==> src/rtl/transmission_estimator_pipe_pkg.sv <==
// Shared definitions for the transmission estimator datapath.
//
// Holds the Q0.16 reference constants (ONE, default omega and T0) and
// the per-lane beat layout carried from the scaling stage to the
// clamp stage: {scaled, t0}.
package transmission_estimator_pipe_pkg;

    localparam int unsigned TE_WIDTH_Q16  = 16;
    localparam logic [15:0] TE_ONE_Q16    = 16'hFFFF;
    localparam int unsigned TE_OMEGA_INIT = 62259;  // 0.95 in Q0.16
    localparam int unsigned TE_T0_INIT    = 19661;  // 0.3 in Q0.16

    // Per-lane beat at Q0.16; the top declares the same layout at its WIDTH.
    typedef struct packed {
        logic [TE_WIDTH_Q16-1:0] scaled;
        logic [TE_WIDTH_Q16-1:0] t0;
    } te_beat_t;

endpackage

==> src/rtl/transmission_lane.sv <==
// One lane of the clamp stage: T = ONE - scaled, replaced by T0 when the
// result would fall below T0 (scaled > ONE - T0, unsigned, WIDTH bits).
//
// Ports:
//   scaled_i   - omega * min(Pc/Ac), already shifted down to Q0.WIDTH
//   t0_i       - lower bound that travelled with this beat
//   t_o        - transmission estimate, Q0.WIDTH
//   clamped_o  - 1 when t0_i was substituted
module transmission_lane
    import transmission_estimator_pipe_pkg::*;
#(
    parameter int unsigned WIDTH = TE_WIDTH_Q16
) (
    input  logic [WIDTH-1:0] scaled_i,
    input  logic [WIDTH-1:0] t0_i,
    output logic [WIDTH-1:0] t_o,
    output logic             clamped_o
);

    localparam logic [WIDTH-1:0] ONE = '1;

    logic [WIDTH-1:0] limit;

    always_comb begin
        limit     = ONE - t0_i;
        clamped_o = (scaled_i > limit);
        t_o       = clamped_o ? t0_i : (ONE - scaled_i);
    end

endmodule

==> src/rtl/transmission_estimator_pipe.sv <==
// Two-stage pipelined transmission estimator, T = ONE - omega * x, with a
// T0 lower bound, LANES pixels per beat under one valid/ready handshake.
//
// Ports:
//   clk, rst_n             - clock, synchronous active-low reset
//   in_valid/in_ready      - input handshake; in_data lane 0 in LSBs
//   out_valid/out_ready    - output handshake; out_data is T per lane
//   out_clamped            - per-lane flag, T0 substituted
//   cfg_we/cfg_omega/cfg_t0- runtime omega and T0 update
//   cnt_clr, clamp_cnt     - saturating count of clamped output lanes
//
// S1 holds {scaled, t0} per lane; S2 holds the final out_data/out_clamped.
// omega/T0 are sampled at S1 acceptance, so a config write only affects
// beats accepted after the write edge.
module transmission_estimator_pipe
    import transmission_estimator_pipe_pkg::*;
#(
    parameter int unsigned WIDTH      = TE_WIDTH_Q16,
    parameter int unsigned LANES      = 1,
    parameter int unsigned OMEGA_INIT = TE_OMEGA_INIT,
    parameter int unsigned T0_INIT    = TE_T0_INIT,
    parameter int unsigned CNT_W      = 32
) (
    input  logic                   clk,
    input  logic                   rst_n,
    input  logic                   in_valid,
    output logic                   in_ready,
    input  logic [LANES*WIDTH-1:0] in_data,
    output logic                   out_valid,
    input  logic                   out_ready,
    output logic [LANES*WIDTH-1:0] out_data,
    output logic [LANES-1:0]       out_clamped,
    input  logic                   cfg_we,
    input  logic [WIDTH-1:0]       cfg_omega,
    input  logic [WIDTH-1:0]       cfg_t0,
    input  logic                   cnt_clr,
    output logic [CNT_W-1:0]       clamp_cnt
);

    localparam int unsigned POP_W = $clog2(LANES + 1);

    typedef struct packed {
        logic [WIDTH-1:0] scaled;
        logic [WIDTH-1:0] t0;
    } beat_t;

    beat_t [LANES-1:0]            s1_beat_d;
    beat_t [LANES-1:0]            s1_beat_q;
    logic                         s1_valid_q;
    logic                         s2_valid_q;
    logic [WIDTH-1:0]             omega_q;
    logic [WIDTH-1:0]             t0_q;
    logic [LANES-1:0][WIDTH-1:0]  lane_t;
    logic [LANES-1:0]             lane_clamped;
    logic [LANES*WIDTH-1:0]       out_data_q;
    logic [LANES-1:0]             out_clamped_q;
    logic [CNT_W-1:0]             clamp_cnt_q;
    logic [CNT_W-1:0]             clamp_cnt_d;
    logic [CNT_W-1:0]             cnt_base;
    logic [CNT_W:0]               cnt_sum;
    logic [POP_W-1:0]             pop;
    logic                         s1_can_load;
    logic                         s2_can_load;
    logic                         in_fire;
    logic                         out_fire;

    // No skid buffer: in_ready is combinational from out_ready.
    assign s2_can_load = !s2_valid_q || out_ready;
    assign s1_can_load = !s1_valid_q || s2_can_load;
    assign in_fire     = in_valid && s1_can_load;
    assign out_fire    = s2_valid_q && out_ready;

    assign in_ready    = s1_can_load;
    assign out_valid   = s2_valid_q;
    assign out_data    = out_data_q;
    assign out_clamped = out_clamped_q;
    assign clamp_cnt   = clamp_cnt_q;

    for (genvar g = 0; g < LANES; g++) begin : g_lane
        logic [WIDTH-1:0] scaled;
        logic [WIDTH-1:0] frac_unused;

        // Full 2*WIDTH product; the low half is truncated away.
        assign {scaled, frac_unused} = {{WIDTH{1'b0}}, in_data[g*WIDTH +: WIDTH]}
                                     * {{WIDTH{1'b0}}, omega_q};
        assign s1_beat_d[g] = {scaled, t0_q};

        transmission_lane #(
            .WIDTH(WIDTH)
        ) u_lane (
            .scaled_i  (s1_beat_q[g].scaled),
            .t0_i      (s1_beat_q[g].t0),
            .t_o       (lane_t[g]),
            .clamped_o (lane_clamped[g])
        );
    end

    // A clear in the same cycle as a handshake drops only the old count.
    always_comb begin
        pop = '0;
        for (int unsigned i = 0; i < LANES; i++) begin
            pop = pop + POP_W'(out_clamped_q[i]);
        end
        cnt_base    = cnt_clr ? '0 : clamp_cnt_q;
        cnt_sum     = {1'b0, cnt_base} + (CNT_W+1)'(pop);
        clamp_cnt_d = clamp_cnt_q;
        if (out_fire) begin
            clamp_cnt_d = cnt_sum[CNT_W] ? '1 : cnt_sum[CNT_W-1:0];
        end else if (cnt_clr) begin
            clamp_cnt_d = '0;
        end
    end

    always_ff @(posedge clk) begin
        if (!rst_n) begin
            s1_valid_q    <= 1'b0;
            s2_valid_q    <= 1'b0;
            s1_beat_q     <= '0;
            omega_q       <= WIDTH'(OMEGA_INIT);
            t0_q          <= WIDTH'(T0_INIT);
            out_data_q    <= '0;
            out_clamped_q <= '0;
            clamp_cnt_q   <= '0;
        end else begin
            if (cfg_we) begin
                omega_q <= cfg_omega;
                t0_q    <= cfg_t0;
            end
            if (s1_can_load) begin
                s1_valid_q <= in_valid;
                if (in_fire) begin
                    s1_beat_q <= s1_beat_d;
                end
            end
            if (s2_can_load) begin
                s2_valid_q <= s1_valid_q;
                if (s1_valid_q) begin
                    out_data_q    <= lane_t;
                    out_clamped_q <= lane_clamped;
                end
            end
            clamp_cnt_q <= clamp_cnt_d;
        end
    end

endmodule

==> config.mk <==
export PLATFORM = sky130hd
export DESIGN_NAME = transmission_estimator_pipe
export DESIGN_NICKNAME = d
export VERILOG_FILES = /design/src/rtl/transmission_estimator_pipe_pkg.sv /design/src/rtl/transmission_lane.sv /design/src/rtl/transmission_estimator_pipe.sv
export SDC_FILE = /design/constraint.sdc
export NUM_CORES = 1
export LEC_CHECK = 0
export CORE_MARGIN = 2
export CORE_UTILIZATION = 62
export DETAILED_ROUTE_END_ITERATION = 6
export MAX_ROUTING_LAYER = met4
export PLACE_DENSITY_LB_ADDON = 0.08
export SYNTH_ARGS = -nofsm -noshare
export SYNTH_HDL_FRONTEND = slang
export SYNTH_SLANG_ARGS = --single-unit
==> constraint.sdc <==
create_clock -name clk -period 11.4 [get_ports clk]
set_input_delay 2.28 -clock clk [delete_from_list [all_inputs] [get_ports clk]]
set_output_delay 2.28 -clock clk [all_outputs]
set_load 0.005 [all_outputs]
==> impl_metrics.env, run 1 <==
export IMPL_ff2ff_path_depth=18
export IMPL_io_pins=105
export IMPL_cts_sinks=115
export IMPL_ys_types=66
export IMPL_crit_family="adder cells"
export IMPL_grt_max_degree=58
export IMPL_fin_ws_ps=3070
export IMPL_fin_crit_sh_pct=73.0
export IMPL_clock_root_buffer="clkbuf_16"
export IMPL_critical_path_buf_inv_count=5
export IMPL_async_reset_ff_share_pct=0
export IMPL_cp_arrival_ps=8630
export IMPL_routabilityCongestion=0.910
export IMPL_worst_pin_slew_ps=1050
export IMPL_cp_common_cell="fa_1"
export IMPL_worstSkewPairLatency_ps=430
export IMPL_wl_per_cell_microns=17.6
export IMPL_reg2reg_from="omega_q[3]$_SDFFE_PN0P_"
export IMPL_die_x_microns=152
export IMPL_port_buffers=104
export IMPL_holdPathStages=2
export IMPL_yosys_warnings=0
export IMPL_ir_drop_v=0.000370
export IMPL_via_count=11100
export IMPL_syn_to_final_growth_pct=12.9
export IMPL_slew_violations=0
export IMPL_final_nets=2006
export IMPL_worst_clock_skew_ps=13.1
export IMPL_core_rowCount=54
export IMPL_p_seq_share_pct=9.9
export IMPL_n_antenna_cell=0
export IMPL_die_h_microns=152
export IMPL_seq_area_frac_synth_pct=17.0
export IMPL_fmax_ghz=0.120
export IMPL_viasPerCell=5.72
export IMPL_core_area_sq_um=21600
export IMPL_p_per_area_nw_per_um2=324
export IMPL_place_area_sq_um=14700
export IMPL_hp_start="out_data[6]$_SDFFE_PN0P_"
export IMPL_cp_start_kind="input port"
export IMPL_setup_violations=0
export IMPL_finalWirelength_mm=34.1
export IMPL_cts_clk_slew_worst_paths_ps=60
export IMPL_numCtsBuffers=17
export IMPL_power_frac_comb_pct=79.0
export IMPL_synth_ff_type="dfxtp_1"
export IMPL_cts_tree="built"
export IMPL_grt_pass1_vias=11600
export IMPL_h_tree_depth=4
export IMPL_grtUsageTotal_pct=32.0
export IMPL_die_area_sq_um=23000
export IMPL_hold_violations=0
export IMPL_grt_ovfl_total=0
export IMPL_timing_slew_headroom_pct=30.2
export IMPL_grt_pass1_wl_mm=57.8
export IMPL_synth_enable_flop_cells=0
export IMPL_pre_cts_slack_ps=2720
export IMPL_start_util_pct=62.7
export IMPL_path_cells="clkdlybuf4s50_1 -> and2_1 -> fa_1 -> inv_1 -> fa_1 -> inv_1 -> fa_1 -> fa_1 -> inv_1 -> fa_1 -> inv_1 -> ha_1 -> ha_1 -> a21oi_1 -> o21ai_0 -> o21a_1 -> o2111a_1 -> o22ai_1 -> nor3_1 -> a221o_1"
export IMPL_dpl_hpwl_mm=25.4
export IMPL_layout_commonest_cell="inv_1"
export IMPL_hp_class="flop to flop"
export IMPL_p_sw_mw=2.65
export IMPL_rsz0062_at_grt="no"
export IMPL_cts_resized=0
export IMPL_netlist_area_sq_um=13500
export IMPL_period_minus_slack_ps=8330
export IMPL_worstSetupPathType="input port to flop"
export IMPL_cp_slowest_cell="clkdlybuf4s50_1"
export IMPL_cts_setup_buffers=0
export IMPL_leakage_nw=7.15
export IMPL_antenna_found_initial=0
export IMPL_final_cell_mix="256 x inv_1, 244 x nand2_1, 193 x fa_1, 126 x and2_1, 119 x ha_1"
export IMPL_ys_ff_latch=115
export IMPL_drtAntennaViolNets=0
export IMPL_final_area_sq_um=15300
export IMPL_r2r_end="s1_beat_q[26]$_SDFFE_PN0P_"
export IMPL_ctsHoldBuffers=0
export IMPL_maxCapViolCount=0
export IMPL_p_int_mw=2.30
export IMPL_crit_required_ps=11710
export IMPL_synth_nets=1947
export IMPL_cts_buffer_depth=2
export IMPL_dr_pass1_iters=6
export IMPL_drc=0
export IMPL_switching_share_pct=53.5
export IMPL_finalSetupTns_ps=0
export IMPL_syn_area_per_cell_sq_um=8.57
export IMPL_status="complete, no violations"
export IMPL_clkPwrFrac_pct=11.1
export IMPL_critPathMaxStageDelay_ps=780
export IMPL_synthCells=1581
export IMPL_drt_iter0_drc=605
export IMPL_layout_drive_gt1_share_pct=3.81
export IMPL_end_kind="flop"
export IMPL_r2r_setup_slack_ps=4990
export IMPL_worstPathMaxFanout=16
export IMPL_worstHoldEndpoint="out_data[6]$_SDFFE_PN0P_"
-- logic make-up (layout without fill, tap and decap cells) --
family	count (synthesis)	count (layout)	synth area share, %
AOI/OAI and AO/OA	203	203	9.45
adders and majority gates	312	312	39.5
buffers and inverters	327	399	9.18
DFF	115	115	17.0
xor gates and xnor gates	33	33	2.13
and+or+nand+nor	557	557	20.2
muxes	34	34	2.51
-- cells in the mapped netlist, drive strengths merged, types with 2 or more instances --
cell	n	area, sq um
xnor2	18	158
clkbuf	59	221
nand2b	7	51.3
buf	11	57.6
or3	6	37.5
nand3b	3	35.0
or2	2	12.5
o31ai	2	15.0
a211oi	5	42.5
a211o	3	26.3
nand3	21	105
nor2	73	279
dfxtp	115	2300
a32oi	2	17.5
o21ai	58	290
mux2i	34	340
and3	8	50.1
nand2	244	916
nand4	18	128
a221o	2	20.0
nor3	18	90.1
ha	119	1490
or4	3	26.3
and2	126	788
fa	193	3860
nor2b	12	75.1
nor4	8	77.6
o21a	14	105
a31oi	8	50.1
o211ai	20	195
xor2	15	131
inv	257	965
o221ai	2	17.5
a21o	7	52.6
nor3b	3	22.5
a21oi	69	349
o221a	2	22.5
-- sequential cells by signal (all words and copies together) (netlist names) --
| register | cells |
|---|---|
| clamp_cnt | 32 |
| omega_q | 16 |
| out_clamped | 1 |
| out_data | 16 |
| out_valid | 1 |
| s1_beat_q | 32 |
| s1_valid_q | 1 |
| t0_q | 16 |
-- power groups by stage --
| stage | Sequential, mW | Combinational [mW] | Clock [mW] |
|---|---|---|---|
| after detailed placement | 0.499 | 3.82 | 0 |
| after global routing | 0.496 | 4.44 | 0.570 |
| after global placement | 0.499 | 3.78 | 0 |
| after CTS | 0.490 | 3.87 | 0.552 |
| after floorplan | 0.474 | 2.90 | 0 |
| final | 0.492 | 3.91 | 0.549 |
-- cell type report --
class | instances | area (sq um)
Clock buffer | 17 | 425
Clock inverter | 15 | 171
Fill cell | 1799 | 6330
Inverter | 257 | 965
Multi-Input combinational cell | 1139 | 10000
Sequential cell | 115 | 2300
Tap cell | 280 | 350
Timing Repair Buffer | 110 | 1080
-- worst register-to-register path, stage by stage (launching register included) --
cell and delay (ps):
dfxtp_1 860, nand2_1 210, fa_1 610, fa_1 440, fa_1 510, inv_1 50
fa_1 470, fa_1 550, inv_1 60, fa_1 540, inv_1 40, ha_1 380
nand2_1 70, o21ai_0 360, nor3_1 110, a21oi_2 270, a21oi_1 160, or4_1 460
and3_1 150
-- per-layer routing --
metal	wire length, microns	global-route usage, %	up-vias
li1	-	-	5135
met1	14700	41.8	5477
met2	16400	51.6	366
met3	2070	5.36	79
met4	866	9.84	0
met5	0	-	-
-- metrics by stage --
stage / cells / power [mW] / utilization (%) / hold slack, ps
after floorplan: 1581 / 3.38 / - / 431
after global placement: 1901 / 4.28 / 68.0 / 440
after detailed placement: 1901 / 4.32 / 68.0 / 446
after CTS: 1933 / 4.92 / 70.7 / 455
after global routing: 1933 / 5.50 / 70.7 / 472
final: 1933 / 4.95 / 70.7 / 453
-- worst max path at each step --
stage / from / to / cells past startpoint
3_5_place_dp: in_data[7] / s1_beat_q[26]$_SDFFE_PN0P_ / 20
5_1_grt: in_data[12] / s1_beat_q[26]$_SDFFE_PN0P_ / 19
4_1_cts: in_data[7] / s1_beat_q[31]$_SDFFE_PN0P_ / 20
3_3_place_gp: in_data[6] / s1_beat_q[26]$_SDFFE_PN0P_ / 20
2_1_floorplan: in_data[7] / s1_beat_q[26]$_SDFFE_PN0P_ / 21
6_report: in_data[7] / s1_beat_q[31]$_SDFFE_PN0P_ / 20
Note: power is estimated with default switching activity, not from simulation.
==> run 2: changes to the inputs <==
--- a/config.mk
+++ b/config.mk
@@ -6,7 +6,7 @@
 export NUM_CORES = 1
 export LEC_CHECK = 0
 export CORE_MARGIN = 2
-export CORE_UTILIZATION = 62
+export CORE_UTILIZATION = 61
 export DETAILED_ROUTE_END_ITERATION = 6
 export MAX_ROUTING_LAYER = met4
 export PLACE_DENSITY_LB_ADDON = 0.08
==> constraint.sdc (replaced) <==
create_clock -name clk -period 8.4 [get_ports clk]
set_input_delay 1.68 -clock clk [delete_from_list [all_inputs] [get_ports clk]]
set_output_delay 1.68 -clock clk [all_outputs]
set_load 0.005 [all_outputs]
==> run 2 against run 1 <==
  * Non-clock buffer count is 11 higher
  * Die area is 1.6% higher
  * Clock power is 29% higher
  * Largest cell class unchanged
  * Worst setup slack worse by 2500 ps
  * Cell count is 0.57% higher
  * Design area is 0.29% higher
  * Sequential power is 36% higher
  * Power is 32% higher
==> impl_metrics.env, run 2 (synthesis results as in run 1) <==
export IMPL_cts_setup_buffers=0
export IMPL_p_int_mw=3.10
export IMPL_switching_share_pct=52.5
export IMPL_grtUsageTotal_pct=31.3
export IMPL_grt_pass1_wl_mm=57.4
export IMPL_p_seq_share_pct=10.2
export IMPL_maxCapViolCount=0
export IMPL_layout_drive_gt1_share_pct=4.45
export IMPL_p_per_area_nw_per_um2=426
export IMPL_cts_sinks=115
export IMPL_fin_cells=1944
export IMPL_drt_iter0_drc=705
export IMPL_power_frac_comb_pct=79.0
export IMPL_status="complete, no violations"
export IMPL_cts_buffer_depth=2
export IMPL_leakage_nw=7.20
export IMPL_crit_required_ps=8720
export IMPL_dp_cells=1912
export IMPL_worstPathMaxFanout=16
export IMPL_h_tree_depth=4
export IMPL_viasPerCell=5.68
export IMPL_die_x_microns=153
export IMPL_fmax_ghz=0.128
export IMPL_drc=0
export IMPL_die_h_microns=153
export IMPL_p_total_mw=6.53
export IMPL_rsz0062_at_grt="no"
export IMPL_drtAntennaViolNets=0
export IMPL_worst_pin_slew_ps=1160
export IMPL_cts_resized=0
export IMPL_numCtsBuffers=17
export IMPL_hp_class="flop to flop"
export IMPL_end_kind="flop"
export IMPL_n_antenna_cell=0
export IMPL_place_area_sq_um=14800
export IMPL_start_util_pct=62.1
export IMPL_dpl_hpwl_mm=25.5
export IMPL_grt_ovfl_total=0
export IMPL_ir_drop_v=0.000611
export IMPL_worst_clock_skew_ps=11.9
export IMPL_finalWirelength_mm=33.8
export IMPL_io_pins=105
export IMPL_hold_violations=0
export IMPL_wl_per_cell_microns=17.4
export IMPL_clkPwrFrac_pct=10.8
export IMPL_final_area_sq_um=15300
export IMPL_via_count=11000
export IMPL_cp_arrival_ps=8110
export IMPL_period_minus_slack_ps=7800
export IMPL_final_cell_mix="256 x inv_1, 244 x nand2_1, 193 x fa_1, 126 x and2_1, 119 x ha_1"
export IMPL_final_nets=2017
export IMPL_fin_crit_sh_pct=92.8
export IMPL_slew_violations=0
export IMPL_syn_to_final_growth_pct=13.2
export IMPL_setup_violations=0
export IMPL_cp_start_kind="input port"
export IMPL_grt_pass1_vias=11500
export IMPL_dr_pass1_iters=5
export IMPL_port_buffers=104
export IMPL_core_area_sq_um=21800
export IMPL_grt_max_degree=59
export IMPL_clock_root_buffer="clkbuf_16"
export IMPL_finalSetupTns_ps=0
export IMPL_die_area_sq_um=23400
export IMPL_cts_tree="built"
export IMPL_timing_hold_ws_ps=449
export IMPL_p_sw_mw=3.43
export IMPL_ctsHoldBuffers=0
export IMPL_routabilityCongestion=0.907
export IMPL_worstSetupPathType="input port to flop"
export IMPL_layout_commonest_cell="inv_1"
export IMPL_timing_slew_headroom_pct=22.9
export IMPL_antenna_found_initial=0
export IMPL_cts_clk_slew_worst_paths_ps=60
export IMPL_core_rowCount=54
export IMPL_worstSkewPairLatency_ps=430
==> run 2: final cells by class <==
class | count | area, sq um
clock buffer | 17 | 425
clock inverter | 15 | 133
fill | 1756 | 6490
inverter | 257 | 965
multi-input combinational | 1139 | 10000
sequential | 115 | 2300
tap | 280 | 350
timing repair buffer | 121 | 1160
==> run 2: critical path: stages <==
cell and delay [ps]:
clkdlybuf4s50_1 830, and2_1 400, fa_1 500, inv_1 50, fa_1 500, fa_1 450
fa_1 580, inv_1 60, fa_1 470, inv_1 50, fa_1 530, inv_1 40
ha_1 360, nand2_1 70, o21ai_0 350, nor3_1 110, a21oi_2 290, a21oi_1 160
or4_1 470, and3_1 150
==> run 2: path summary, 6_finish.rpt <==
check | start | to | slack, ps | depth (start not counted)
max | in_data[6] | s1_beat_q[26]$_SDFFE_PN0P_ | 600 | 20
min | t0_q[5]$_SDFFE_PN0P_ | s1_beat_q[5]$_SDFFE_PN0P_ | 450 | 2
max reg2reg | omega_q[2]$_SDFFE_PN0P_ | s1_beat_q[26]$_SDFFE_PN0P_ | 2050 | 18
min reg2reg | t0_q[5]$_SDFFE_PN0P_ | s1_beat_q[5]$_SDFFE_PN0P_ | 450 | 2
==> run 2: stage by stage <==
stage                     worst slack, ps  utilization (%)
after global routing                  374             70.3
after detailed placement              232             67.7
after global placement                313             67.7
final                                 604             70.3
after CTS                             676             70.3
after floorplan                      1380                -
==> run 2: layer usage <==
layer / GRT usage, % / vias up / wire length (microns)
met1: 40.8 / 5433 / 14300
met4: 7.32 / 0 / 618
li1: - / 5164 / -
met5: - / - / 0
met3: 5.13 / 54 / 2270
met2: 51.5 / 397 / 16600
==> run 2: power by group through the flow <==
stage / Sequential, mW / Clock (mW) / Combinational (mW)
2_1_floorplan: 0.643 / 0 / 3.94
3_3_place_gp: 0.675 / 0 / 5.03
3_5_place_dp: 0.676 / 0 / 5.09
4_1_cts: 0.665 / 0.718 / 5.14
5_1_grt: 0.672 / 0.742 / 5.88
6_report: 0.667 / 0.706 / 5.16
